$ cat src/rtl/ahbl_bist_pkg.sv
// Shared constants, FSM state type and test-pattern helper for the AHB-Lite RAM BIST master.
package ahbl_bist_pkg;

    localparam logic [1:0] HTRANS_IDLE   = 2'b00;
    localparam logic [1:0] HTRANS_NONSEQ = 2'b10;
    localparam logic [2:0] HSIZE_WORD    = 3'b010;

    typedef enum logic [2:0] {
        ST_IDLE,
        ST_W0,
        ST_R0,
        ST_W1,
        ST_R1,
        ST_DRAIN,
        ST_DONE
    } state_t;

    // Word pattern: seed xor {~index, index}, optionally inverted for the second write/read pair.
    function automatic logic [31:0] pat(input logic [31:0] seed, input logic [15:0] idx, input logic inv);
        logic [31:0] p;
        p = seed ^ {~idx, idx};
        return inv ? ~p : p;
    endfunction

endpackage

$ cat src/rtl/ahbl_bist_checker.sv
// Data-phase tracking, read-data compare, first-fail capture and saturating mismatch counter.
module ahbl_bist_checker
    import ahbl_bist_pkg::*;
(
    input  logic        clk,
    input  logic        rst,
    input  logic        clr,
    input  logic        ready,
    input  logic [1:0]  req_trans,
    input  logic        req_write,
    input  logic [31:0] req_addr,
    input  logic [31:0] req_data,
    input  logic [31:0] rdata,
    output logic [31:0] wdata,
    output logic        fail,
    output logic [31:0] fail_addr,
    output logic [31:0] fail_exp,
    output logic [31:0] fail_got,
    output logic [15:0] err_count
);

    logic        dp_valid;
    logic        dp_write;
    logic [31:0] dp_addr;
    logic [31:0] dp_data;
    logic        mismatch;

    // Write data and read expectation share one register; during a read phase HWDATA is don't-care.
    assign wdata = dp_data;

    // A read data phase completes with wrong data.
    always_comb mismatch = ready && dp_valid && !dp_write && (rdata != dp_data);

    // Data-phase register: loads on every accepted address phase, held while the slave stalls.
    always_ff @(posedge clk) begin
        if (rst) begin
            dp_valid <= 1'b0;
            dp_write <= 1'b0;
            dp_addr  <= '0;
            dp_data  <= '0;
        end else if (ready) begin
            dp_valid <= (req_trans == HTRANS_NONSEQ);
            if (req_trans == HTRANS_NONSEQ) begin
                dp_write <= req_write;
                dp_addr  <= req_addr;
                dp_data  <= req_data;
            end
        end
    end

    // Result registers: cleared on a new test, first mismatch captured, count saturates.
    always_ff @(posedge clk) begin
        if (rst) begin
            fail      <= 1'b0;
            fail_addr <= '0;
            fail_exp  <= '0;
            fail_got  <= '0;
            err_count <= '0;
        end else if (clr) begin
            fail      <= 1'b0;
            fail_addr <= '0;
            fail_exp  <= '0;
            fail_got  <= '0;
            err_count <= '0;
        end else if (mismatch) begin
            if (err_count != 16'hFFFF) begin
                err_count <= err_count + 16'd1;
            end
            if (!fail) begin
                fail      <= 1'b1;
                fail_addr <= dp_addr;
                fail_exp  <= dp_data;
                fail_got  <= rdata;
            end
        end
    end

endmodule

$ cat src/rtl/ahbl_ram_bist_master.sv
// AHB-Lite master running a four-pass write/read-compare march (P, ~P) over a word-addressed RAM.
module ahbl_ram_bist_master
    import ahbl_bist_pkg::*;
#(
    parameter int          AW   = 11,
    parameter logic [31:0] BASE = 32'h0000_0000
) (
    input  logic        HCLK,
    input  logic        HRESET,
    input  logic        start,
    input  logic [31:0] seed,
    output logic        busy,
    output logic        done,
    output logic        fail,
    output logic [31:0] fail_addr,
    output logic [31:0] fail_exp,
    output logic [31:0] fail_got,
    output logic [15:0] err_count,
    output logic [31:0] HADDR,
    output logic [1:0]  HTRANS,
    output logic        HWRITE,
    output logic [2:0]  HSIZE,
    output logic [31:0] HWDATA,
    input  logic [31:0] HRDATA,
    input  logic        HREADY
);

    localparam int            IW   = AW - 2;
    localparam logic [IW-1:0] LAST = '1;

    state_t        state;
    state_t        after_drain;
    logic [IW-1:0] idx;
    logic [31:0]   seed_q;
    logic          accept_start;
    logic          inv;
    logic [31:0]   exp_data;

    function automatic logic [31:0] word_addr(input logic [IW-1:0] i);
        return BASE + (32'(i) << 2);
    endfunction

    function automatic state_t next_pass(input state_t s);
        case (s)
            ST_W0:   return ST_R0;
            ST_R0:   return ST_W1;
            ST_W1:   return ST_R1;
            default: return ST_DONE;
        endcase
    endfunction

    assign HSIZE = HSIZE_WORD;

    // Start is honoured only while idle; expected data of the word currently in address phase.
    always_comb begin
        accept_start = (state == ST_IDLE) && start;
        inv          = (state == ST_W1) || (state == ST_R1);
        exp_data     = pat(seed_q, 16'(idx), inv);
    end

    // Test sequencer: pass order, word index and registered address-phase outputs.
    always_ff @(posedge HCLK) begin
        if (HRESET) begin
            state       <= ST_IDLE;
            after_drain <= ST_IDLE;
            idx         <= '0;
            seed_q      <= '0;
            busy        <= 1'b0;
            done        <= 1'b0;
            HADDR       <= '0;
            HTRANS      <= HTRANS_IDLE;
            HWRITE      <= 1'b0;
        end else begin
            done <= 1'b0;
            case (state)
                ST_IDLE: begin
                    if (start) begin
                        seed_q <= seed;
                        busy   <= 1'b1;
                        idx    <= '0;
                        HADDR  <= BASE;
                        HTRANS <= HTRANS_NONSEQ;
                        HWRITE <= 1'b1;
                        state  <= ST_W0;
                    end
                end
                ST_W0, ST_R0, ST_W1, ST_R1: begin
                    if (HREADY) begin
                        if (idx == LAST) begin
                            // The last word's data phase is still open; DRAIN remembers where to resume.
                            after_drain <= next_pass(state);
                            HTRANS      <= HTRANS_IDLE;
                            HWRITE      <= 1'b0;
                            state       <= ST_DRAIN;
                        end else begin
                            idx   <= idx + IW'(1);
                            HADDR <= word_addr(idx + IW'(1));
                        end
                    end
                end
                ST_DRAIN: begin
                    if (HREADY) begin
                        idx   <= '0;
                        HADDR <= BASE;
                        if (after_drain == ST_DONE) begin
                            busy  <= 1'b0;
                            done  <= 1'b1;
                            state <= ST_DONE;
                        end else begin
                            HTRANS <= HTRANS_NONSEQ;
                            HWRITE <= (after_drain == ST_W1);
                            state  <= after_drain;
                        end
                    end
                end
                ST_DONE: begin
                    state <= ST_IDLE;
                end
                default: begin
                    state <= ST_IDLE;
                end
            endcase
        end
    end

    ahbl_bist_checker u_checker (
        .clk       (HCLK),
        .rst       (HRESET),
        .clr       (accept_start),
        .ready     (HREADY),
        .req_trans (HTRANS),
        .req_write (HWRITE),
        .req_addr  (HADDR),
        .req_data  (exp_data),
        .rdata     (HRDATA),
        .wdata     (HWDATA),
        .fail      (fail),
        .fail_addr (fail_addr),
        .fail_exp  (fail_exp),
        .fail_got  (fail_got),
        .err_count (err_count)
    );

endmodule

$ cat config.mk
export PLATFORM = sky130hd
export DESIGN_NAME = ahbl_ram_bist_master
export DESIGN_NICKNAME = d
export VERILOG_FILES = /design/src/rtl/ahbl_bist_pkg.sv /design/src/rtl/ahbl_bist_checker.sv /design/src/rtl/ahbl_ram_bist_master.sv
export SDC_FILE = /design/constraint.sdc
export NUM_CORES = 1
export LEC_CHECK = 0
export BUFFER_PORTS_ARGS = -buffer_cell sky130_fd_sc_hd__clkbuf_2
export CAP_MARGIN = 10
export CORE_AREA = 5 5 147 149
export CTS_BUF_LIST = sky130_fd_sc_hd__clkbuf_8
export CTS_CLUSTER_SIZE = 25
export DETAILED_ROUTE_END_ITERATION = 8
export DIE_AREA = 0 0 152 154
export PLACE_DENSITY_LB_ADDON = 0.12
export SLEW_MARGIN = 20
export SYNTH_ARGS = -nofsm -noshare
export SYNTH_HDL_FRONTEND = slang
export SYNTH_HIERARCHICAL = 1
export SYNTH_SLANG_ARGS = --single-unit
$ cat constraint.sdc
create_clock -name HCLK -period 6.25 [get_ports HCLK]
set_input_delay 1.25 -clock HCLK [delete_from_list [all_inputs] [get_ports HCLK]]
set_output_delay 1.25 -clock HCLK [all_outputs]
set_load 0.02 [all_outputs]
==> summary.md, run 1 <==
| Metric | Value |
|---|---|
| Routed Wire Length | 26600 um |
| Final nets | 1502 |
| Fraction of layout cells with a size suffix above 1 | 21.2% |
| Vias in the first global route | 7838 |
| Slack of the worst reg-to-reg path | 2660 ps |
| Worst hold path class | reg -> reg |
| Htree depth | 2 |
| Mapped Cells | 1222 |
| Post-layout min period | 3590 ps |
| DIE AREA | 23400 um2 |
| Routed vias/inst | 5.02 |
| Chip width | 152 um |
| Warnings from Yosys | 6 |
| Cells along the critical path | nor3_2, nand2_2, clkinv_2, nor2_4, buf_4, o211ai_1, o31ai_1 |
| Worst VDD drop | 130 uV |
| # rows | 52 |
| Slowest stage cell on the critical path | buf_4 |
| Yosys top cell by area | dfxtp_1 |
| Post-CTS Hold Buffers | 0 |
| # IOs | 253 |
| EDFF count, synth | 0 |
| Total Routing Usage GR | 21.8% |
| Crit path launch type | register |
| Clock tree sinks | 230 |
| Hold Path Origin | u_checker/dp_addr[24]$_SDFFE_PP0P_ |
| Crit path largest cell delay | 830 ps |
| Clock-pin slew on the worst setup and hold paths | 60 ps |
| CTS root buf | clkbuf_8 |
| CP required | 6670 ps |
| Gpl congestion | 0.856 |
| Slew Limit Fails | 0 |
| Detailed Routing Iterations Pass 1 | 5 |
| Cell Count, Final, Fillers Out | 1728 |
| CTS resizes | 0 |
| First DRT Iteration DRCs | 582 |
| FF-to-FF path depth | 7 |
| Measured slew at the worst slew-check pin | 1050 ps |
| RSZ-0062 raised after global routing | no |
| Die height | 154 um |
| Placed cell count | 1659 |
| Reg2Reg Launch Point | state[1]$_SDFFE_PP0P_ |
| Postcts setup bufs | 0 |
| Ys flop type | dfxtp_1 |
| Pleak | 4.70 nW |
| Drc violations | 0 |
| Slew HR | 30.2% |
| CTS buffer count | 40 |
| Routed Antenna Nets | 0 |
| Critical path class | reg -> reg |
| Clock Skews | 22.7 ps |
| Mean Syn Cell Area | 8.03 um2 |
| Pwr dens | 274 nW/um2 |
| Largest net degree at the start of global routing | 110 |
| CORE AREA | 20000 um2 |
| Mapped cell area | 9810 um2 |
| Number of setup violations in the final report | 0 |
| Peak Freq | 0.278 GHz |
| Endpoint class of the critical path | register |
| Via count | 8677 |
| P&R area growth vs syn | 18.7% |
| Most common cell in the netlist | nand2_1 |
| Hold Crit Endpoint | u_checker/fail_addr[24]$_SDFFE_PP0P_ |
| Initial antenna violation count | 0 |
| First-pass GRT wire length | 42500 um |
| Initial Utilization | 49.0% |
| Period utilisation layout | 57.5% |
| Register bit count reported by yosys | 230 |
| Status | finished clean |
| Reg-to-Reg End | u_checker/err_count[12]$_SDFFE_PP0P_ |
| Synth async-reset ratio | 0% |
| Hold path depth | 2 |
| Synth cell types | 62 |
| Final hold vios | 0 |
| Top cells by count, synth | 315 x nand2_1, 230 x dfxtp_1, 122 x a21oi_1 |
| CP max FO | 109 |
| CTS tree | yes |
| Max cap viols | 0 |
| Fin util | 58.1% |
| I/O Buffers | 225 |
| Clock latency on the worst-skew pair | 530 ps |
| Arr. time, crit path | 4020 ps |
| Drt wl/cell | 15.4 um |
| Hpwl dp | 18800 um |
| Layout fillers | 1949 |
| Fin Setup TNS | 0 ps |
| Share of the synthesized area in the top cell type | 46.9% |
| ANT cells | 0 |
| CTS max path bufs | 3 |
| Total power | 0.00319 W |
| Remaining Overflow, GRT | 0 |
| Synth top area cells | dfxtp_1 47%, nand2_1 12%, a21oi_1 6.2% |
| Sequential share of the synthesized area | 46.9% |
[critical path, delay by kind of cell, from the launching register on]
kind	cells	cell delay (ps)
AOI/OAI and AO/OA	2	300
and+or+nand+nor	3	880
buffers and inverters	2	1520
DFF	1	730
[stage by stage]
step                hold WS, ps  setup slack (ps)  cell area, um2
detailed placement          439              2180           10900
finish                      442              2660           11600
global route                463              2210           11600
global placement            433              2240           10900
floorplan                   429              3550           10000
CTS                         447              2650           11600
[where the power goes]
part           leakage (nW)  switching [W]  internal [W]
combinational          2.38       0.000223      0.000104
clock                 0.463       0.000577      0.000738
sequential             1.86      0.0000421       0.00150
total                  4.70       0.000843       0.00235
[layout by cell type, fill, tap and decap left out, types with 23 or more instances in the layout]
cell type  instances
dfxtp_1          230
xor2_1            48
a21oi_1          122
nand3_1          107
o21ai_0           39
clkbuf_8          52
xnor2_1           25
conb_1            52
inv_1             23
nand2_1          315
o21ai_1           76
clkbuf_2         224
[state kept, by name (all words and copies together), names as in the netlist]
signal	cells
state	3
done	1
u_checker/dp_addr	32
u_checker/fail	1
u_checker/dp_write	1
busy	1
after_drain	3
u_checker/wdata	32
u_checker/err_count	16
u_checker/fail_exp	32
u_checker/fail_got	32
HADDR	9
seed_q	32
u_checker/dp_valid	1
u_checker/fail_addr	32
HTRANS	1
HWRITE	1
[worst max-delay path by stage]
stage                                startpoint                                   end  slack, ps  depth (start not counted)
after floorplan                      HRDATA[19]   u_checker/fail_got[19]$_SDFFE_PP0P_       3550                          9
after global placement                    start  u_checker/err_count[12]$_SDFFE_PP0P_       2240                          7
after detailed placement                  start  u_checker/err_count[12]$_SDFFE_PP0P_       2180                          7
after CTS                 state[1]$_SDFFE_PP0P_  u_checker/err_count[12]$_SDFFE_PP0P_       2650                          7
after global routing      state[1]$_SDFFE_PP0P_  u_checker/err_count[12]$_SDFFE_PP0P_       2210                          7
final                     state[1]$_SDFFE_PP0P_  u_checker/err_count[12]$_SDFFE_PP0P_       2660                          7
[layer usage]
layer / share of wire [%] / track usage [%] / wire [um]
met1: 48 / 31.4 / 12600
met2: 44 / 33.2 / 11800
met3: 6.6 / 5.17 / 1760
met4: 1.6 / 5.14 / 435
met5: 0 / 0 / 0
[logic make-up (layout without fill, tap and decap cells)]
group           Yosys count  count (layout)  share of synthesized area (%)
other cells               2              52                         0.0765
compound gates          262             262                           14.4
xor+xnor                 73              73                           6.52
fa+ha+maj                 4               4                          0.485
buf+inv                 124             310                           7.40
simple gates            519             519                           23.4
flops                   230             230                           46.9
mux                       8               8                          0.829
[final cells by class]
type,instances,area [um2],share of cell area [%]
Multi-Input combinational cell,918,4700,40.4
Sequential cell,230,4600,39.5
Timing Repair Buffer,233,1190,10.2
Clock buffer,52,716,6.15
Tap cell,270,338,2.90
Clock inverter,17,65.1,0.559
Inverter,8,31.3,0.269
(Power assumes the default switching activity.)
==> run 2: changes to the inputs <==
--- a/config.mk
+++ b/config.mk
@@ -5,13 +5,14 @@
 export SDC_FILE = /design/constraint.sdc
 export NUM_CORES = 1
 export LEC_CHECK = 0
+export ABC_AREA = 1
 export BUFFER_PORTS_ARGS = -buffer_cell sky130_fd_sc_hd__clkbuf_2
 export CAP_MARGIN = 10
-export CORE_AREA = 5 5 147 149
+export CORE_AREA = 5 5 159 161
 export CTS_BUF_LIST = sky130_fd_sc_hd__clkbuf_8
 export CTS_CLUSTER_SIZE = 25
 export DETAILED_ROUTE_END_ITERATION = 8
-export DIE_AREA = 0 0 152 154
+export DIE_AREA = 0 0 164 166
 export PLACE_DENSITY_LB_ADDON = 0.12
 export SLEW_MARGIN = 20
 export SYNTH_ARGS = -nofsm -noshare
==> constraint.sdc (replaced) <==
create_clock -name HCLK -period 3.3 [get_ports HCLK]
set_input_delay 0.66 -clock HCLK [delete_from_list [all_inputs] [get_ports HCLK]]
set_output_delay 0.66 -clock HCLK [all_outputs]
set_load 0.02 [all_outputs]
==> run 2 against run 1 <==
  * Die area increased by 16%
  * Register-to-register slack got worse by 1800 ps
  * Power increased by 150%
  * Synthesized area increased by 18%
  * Global-route usage increased by 0.67 points
  * Setup slack got worse by 1800 ps
  * Synthesized cell count increased by 41%
  * Critical path type unchanged
  * Largest cell class unchanged
  * Highest routed layer unchanged
==> summary.md, run 2 <==
| Metric | Value |
|---|---|
| Hold_ws | 344 ps (was 442 ps) |
| Slack of the worst reg-to-reg path | 890 ps (was 2660 ps) |
| CTS buffer count | 42 (was 40) |
| CORE AREA | 23800 um2 (was 20000 um2) |
| Part of the power in combinational logic | 26.6% (was 10.3%) |
| Via count | 10800 (was 8677) |
| Final instance area | 13600 um2 (was 11600 um2) |
| Hold Crit Endpoint | seed_q[14]$_SDFFE_PP0P_ (was u_checker/fail_addr[24]$_SDFFE_PP0P_) |
| Reg2Reg Launch Point | state[2]$_SDFFE_PP0P_ (was state[1]$_SDFFE_PP0P_) |
| Htree depth | 2 (unchanged) |
| Hpwl dp | 21100 um (was 18800 um) |
| Mapped cell area | 11600 um2 (was 9810 um2) |
| I/O Buffers | 225 (unchanged) |
| Placed cell count | 2201 (was 1659) |
| Measured slew at the worst slew-check pin | 942 ps (was 1050 ps) |
| Total Routing Usage GR | 22.5% (was 21.8%) |
| DIE AREA | 27200 um2 (was 23400 um2) |
| Internal | 0.00520 W (was 0.00235 W) |
| Cell Area, Placed | 12800 um2 (was 10900 um2) |
| Synth async-reset ratio | 0% (unchanged) |
| Initial antenna violation count | 0 (unchanged) |
| # rows | 57 (was 52) |
| Peak Freq | 0.415 GHz (was 0.278 GHz) |
| Most common cell in the netlist | inv_1 (was nand2_1) |
| Cell Count, Final, Fillers Out | 2271 (was 1728) |
| CTS resizes | 0 (unchanged) |
| Worst hold path class | in -> reg (was reg -> reg) |
| Vias in the first global route | 10000 (was 7838) |
| Routed vias/inst | 4.74 (was 5.02) |
| Reg-to-Reg End | u_checker/wdata[1]$_SDFFE_PP0P_ (was u_checker/err_count[12]$_SDFFE_PP0P_) |
| Sw frac | 34.7% (was 26.4%) |
| Pwr dens | 586 nW/um2 (was 274 nW/um2) |
| Layout fillers | 2464 (was 1949) |
| ANT cells | 0 (unchanged) |
| Sequential power share | 41.7% (was 48.5%) |
| First-pass GRT wire length | 50900 um (was 42500 um) |
| Detailed Routing Iterations Pass 1 | 5 (unchanged) |
| Slew HR | 37.0% (was 30.2%) |
| # IOs | 253 (unchanged) |
| Drt wl/cell | 13.8 um (was 15.4 um) |
| Arr. time, crit path | 2790 ps (was 4020 ps) |
| Fraction of layout cells with a size suffix above 1 | 17.2% (was 21.2%) |
| CP required | 3680 ps (was 6670 ps) |
| Top cells by count, synth | 343 x inv_1, 336 x nand2_1, 230 x dfxtp_1 (was 315 x nand2_1, 230 x dfxtp_1, 122 x a21oi_1) |
| Post-layout min period | 2410 ps (was 3590 ps) |
| Gpl congestion | 0.838 (was 0.856) |
| Postcts setup bufs | 0 (unchanged) |
| Yosys top cell by area | dfxtp_1 (unchanged) |
| CP max FO | 33 (was 109) |
| Synth top area cells | dfxtp_1 40%, inv_1 11%, nand2_1 11% (was dfxtp_1 47%, nand2_1 12%, a21oi_1 6.2%) |
| Synth cell types | 37 (was 62) |
| RSZ-0062 raised after global routing | no (unchanged) |
| Final hold vios | 0 (unchanged) |
| Largest net degree at the start of global routing | 128 (was 110) |
| Clock-pin slew on the worst setup and hold paths | 60 ps (about the same) |
| Routed Antenna Nets | 0 (unchanged) |
| EDFF count, synth | 0 (unchanged) |
| Ys flop type | dfxtp_1 (unchanged) |
| Slew Limit Fails | 0 (unchanged) |
| Mean Syn Cell Area | 6.74 um2 (was 8.03 um2) |
| Initial Utilization | 48.6% (was 49.0%) |
| Post-CTS Hold Buffers | 0 (unchanged) |
| Mapped Cells | 1720 (was 1222) |
| Warnings from Yosys | 6 (unchanged) |
| Clock power frac | 31.8% (was 41.2%) |
| First DRT Iteration DRCs | 751 (was 582) |
| FF-to-FF path depth | 6 (was 7) |
| Critical path class | reg -> reg (unchanged) |
| Max cap viols | 0 (unchanged) |
| Worst VDD drop | 390 uV (was 130 uV) |
| Clock latency on the worst-skew pair | 540 ps (was 530 ps) |
| Fin Setup TNS | 0 ps (unchanged) |
| Sequential share of the synthesized area | 39.7% (was 46.9%) |
| Number of setup violations in the final report | 0 (unchanged) |
| Register bit count reported by yosys | 230 (unchanged) |
| Pleak | 6.43 nW (was 4.70 nW) |
| Share of the synthesized area in the top cell type | 39.7% (was 46.9%) |
| Die height | 166 um (was 154 um) |
| Chip width | 164 um (was 152 um) |
| Most frequent cells in the layout | 357 x inv_1, 335 x nand2_1, 230 x dfxtp_1 (was 315 x nand2_1, 230 x dfxtp_1, 224 x clkbuf_2) |
| CTS root buf | clkbuf_8 (unchanged) |
| Remaining Overflow, GRT | 0 (unchanged) |
| Clock Skews | 26.7 ps (was 22.7 ps) |
| CTS tree | yes (unchanged) |
| Commonest non-fill, non-tap cell in the layout | inv_1 (was nand2_1) |
| Drc violations | 0 (unchanged) |
| Hold path depth | 3 (was 2) |
| P&R area growth vs syn | 17.2% (was 18.7%) |
| Hold Path Origin | seed[14] (was u_checker/dp_addr[24]$_SDFFE_PP0P_) |
| Period utilisation layout | 73.0% (was 57.5%) |
| Crit path launch type | register (unchanged) |
| Status | finished clean (unchanged) |
| Endpoint class of the critical path | register (unchanged) |
| Routed Wire Length | 31300 um (was 26600 um) |
| CTS max path bufs | 3 (unchanged) |
| Switching power summed over all nets | 0.00276 W (was 0.000843 W) |
| Clock tree sinks | 230 (unchanged) |
| Final nets | 1992 (was 1502) |
[run 2: cell types whose count changed after synthesis, moves of 10 or more]
cell and change:
o21ai_0 +53, nor4_1 -10, xor2_1 -24, or3_1 -14, nor2_1 +195, inv_1 +336, xnor2_1 +26, inv_2 +17
nand2_1 +21, nand4_1 +109, nand3_1 -76, o21ai_1 -66, buf_2 +19, a21oi_1 -35
[run 2: worst max path at each step]
| stage | end | startpoint |
|---|---|---|
| final | u_checker/wdata[1]$_SDFFE_PP0P_ | state[2]$_SDFFE_PP0P_ |
| after floorplan | u_checker/fail_exp[0]$_SDFFE_PP0P_ | start |
| after detailed placement | u_checker/fail_exp[5]$_SDFFE_PP0P_ | HRDATA[30] |
| after global placement | u_checker/fail_got[23]$_SDFFE_PP0P_ | HRDATA[29] |
| after global routing | state[1]$_SDFFE_PP0P_ | HADDR[2]$_SDFFE_PP0P_ |
| after CTS | u_checker/wdata[1]$_SDFFE_PP0P_ | state[2]$_SDFFE_PP0P_ |
[run 2: power groups by stage]
stage / Combinational, W / Clock (W) / Sequential [W]
after floorplan: 0.00156 / 0 / 0.00344
after global placement: 0.00210 / 0 / 0.00337
after detailed placement: 0.00212 / 0 / 0.00337
after CTS: 0.00213 / 0.00260 / 0.00332
after global routing: 0.00238 / 0.00276 / 0.00335
final: 0.00212 / 0.00253 / 0.00332
[run 2: metal layers]
| metal | up-vias | share of wire (%) | wire [um] | GRT usage (%) |
|---|---|---|---|---|
| li1 | 5564 | - | - | - |
| met1 | 4814 | 47 | 14600 | 31.9 |
| met2 | 331 | 45 | 13900 | 35.0 |
| met3 | 45 | 6.8 | 2130 | 4.22 |
| met4 | 0 | 1.9 | 608 | 6.24 |
| met5 | - | 0 | 0 | 0 |
[run 2: cell type report]
type                       instances  area [um2]  area share [%]
clock inverter                    19        77.6           0.571
timing repair buffer             237        1300            9.60
clock buffer                      51         702            5.17
inverter                         361        1360            10.0
multi-input combinational       1049        5130            37.8
sequential                       230        4600            33.9
tap                              324         405            2.99
[run 2: critical path: stages, from the launching register on]
cell     delay, ps
dfxtp_1        550
inv_2          120
nand3_1        140
nand2_2        540
xnor2_1        310
o21ai_0        480
a21oi_1         80
[run 2: kinds of logic (layout without fill, tap and decap cells)]
family / count (synthesis) / after routing / share of synthesized area (%)
buffers and inverters: 490 / 668 / 17.9
and+or+nand+nor: 724 / 724 / 27.5
adders and majority gates: 3 / 3 / 0.324
other: 2 / 51 / 0.0648
DFF: 230 / 230 / 39.7
AOI/OAI and AO/OA: 196 / 196 / 8.89
xor gates and xnor gates: 75 / 75 / 5.67
[run 2: per-stage QoR]
stage | utilization [%] | power (W) | setup WS [ps]
CTS | 57.0 | 0.00805 | 897
global route | 57.0 | 0.00849 | 661
floorplan | - | 0.00499 | 1280
detailed placement | 53.7 | 0.00550 | 821
finish | 57.0 | 0.00796 | 892
global placement | 53.7 | 0.00547 | 805
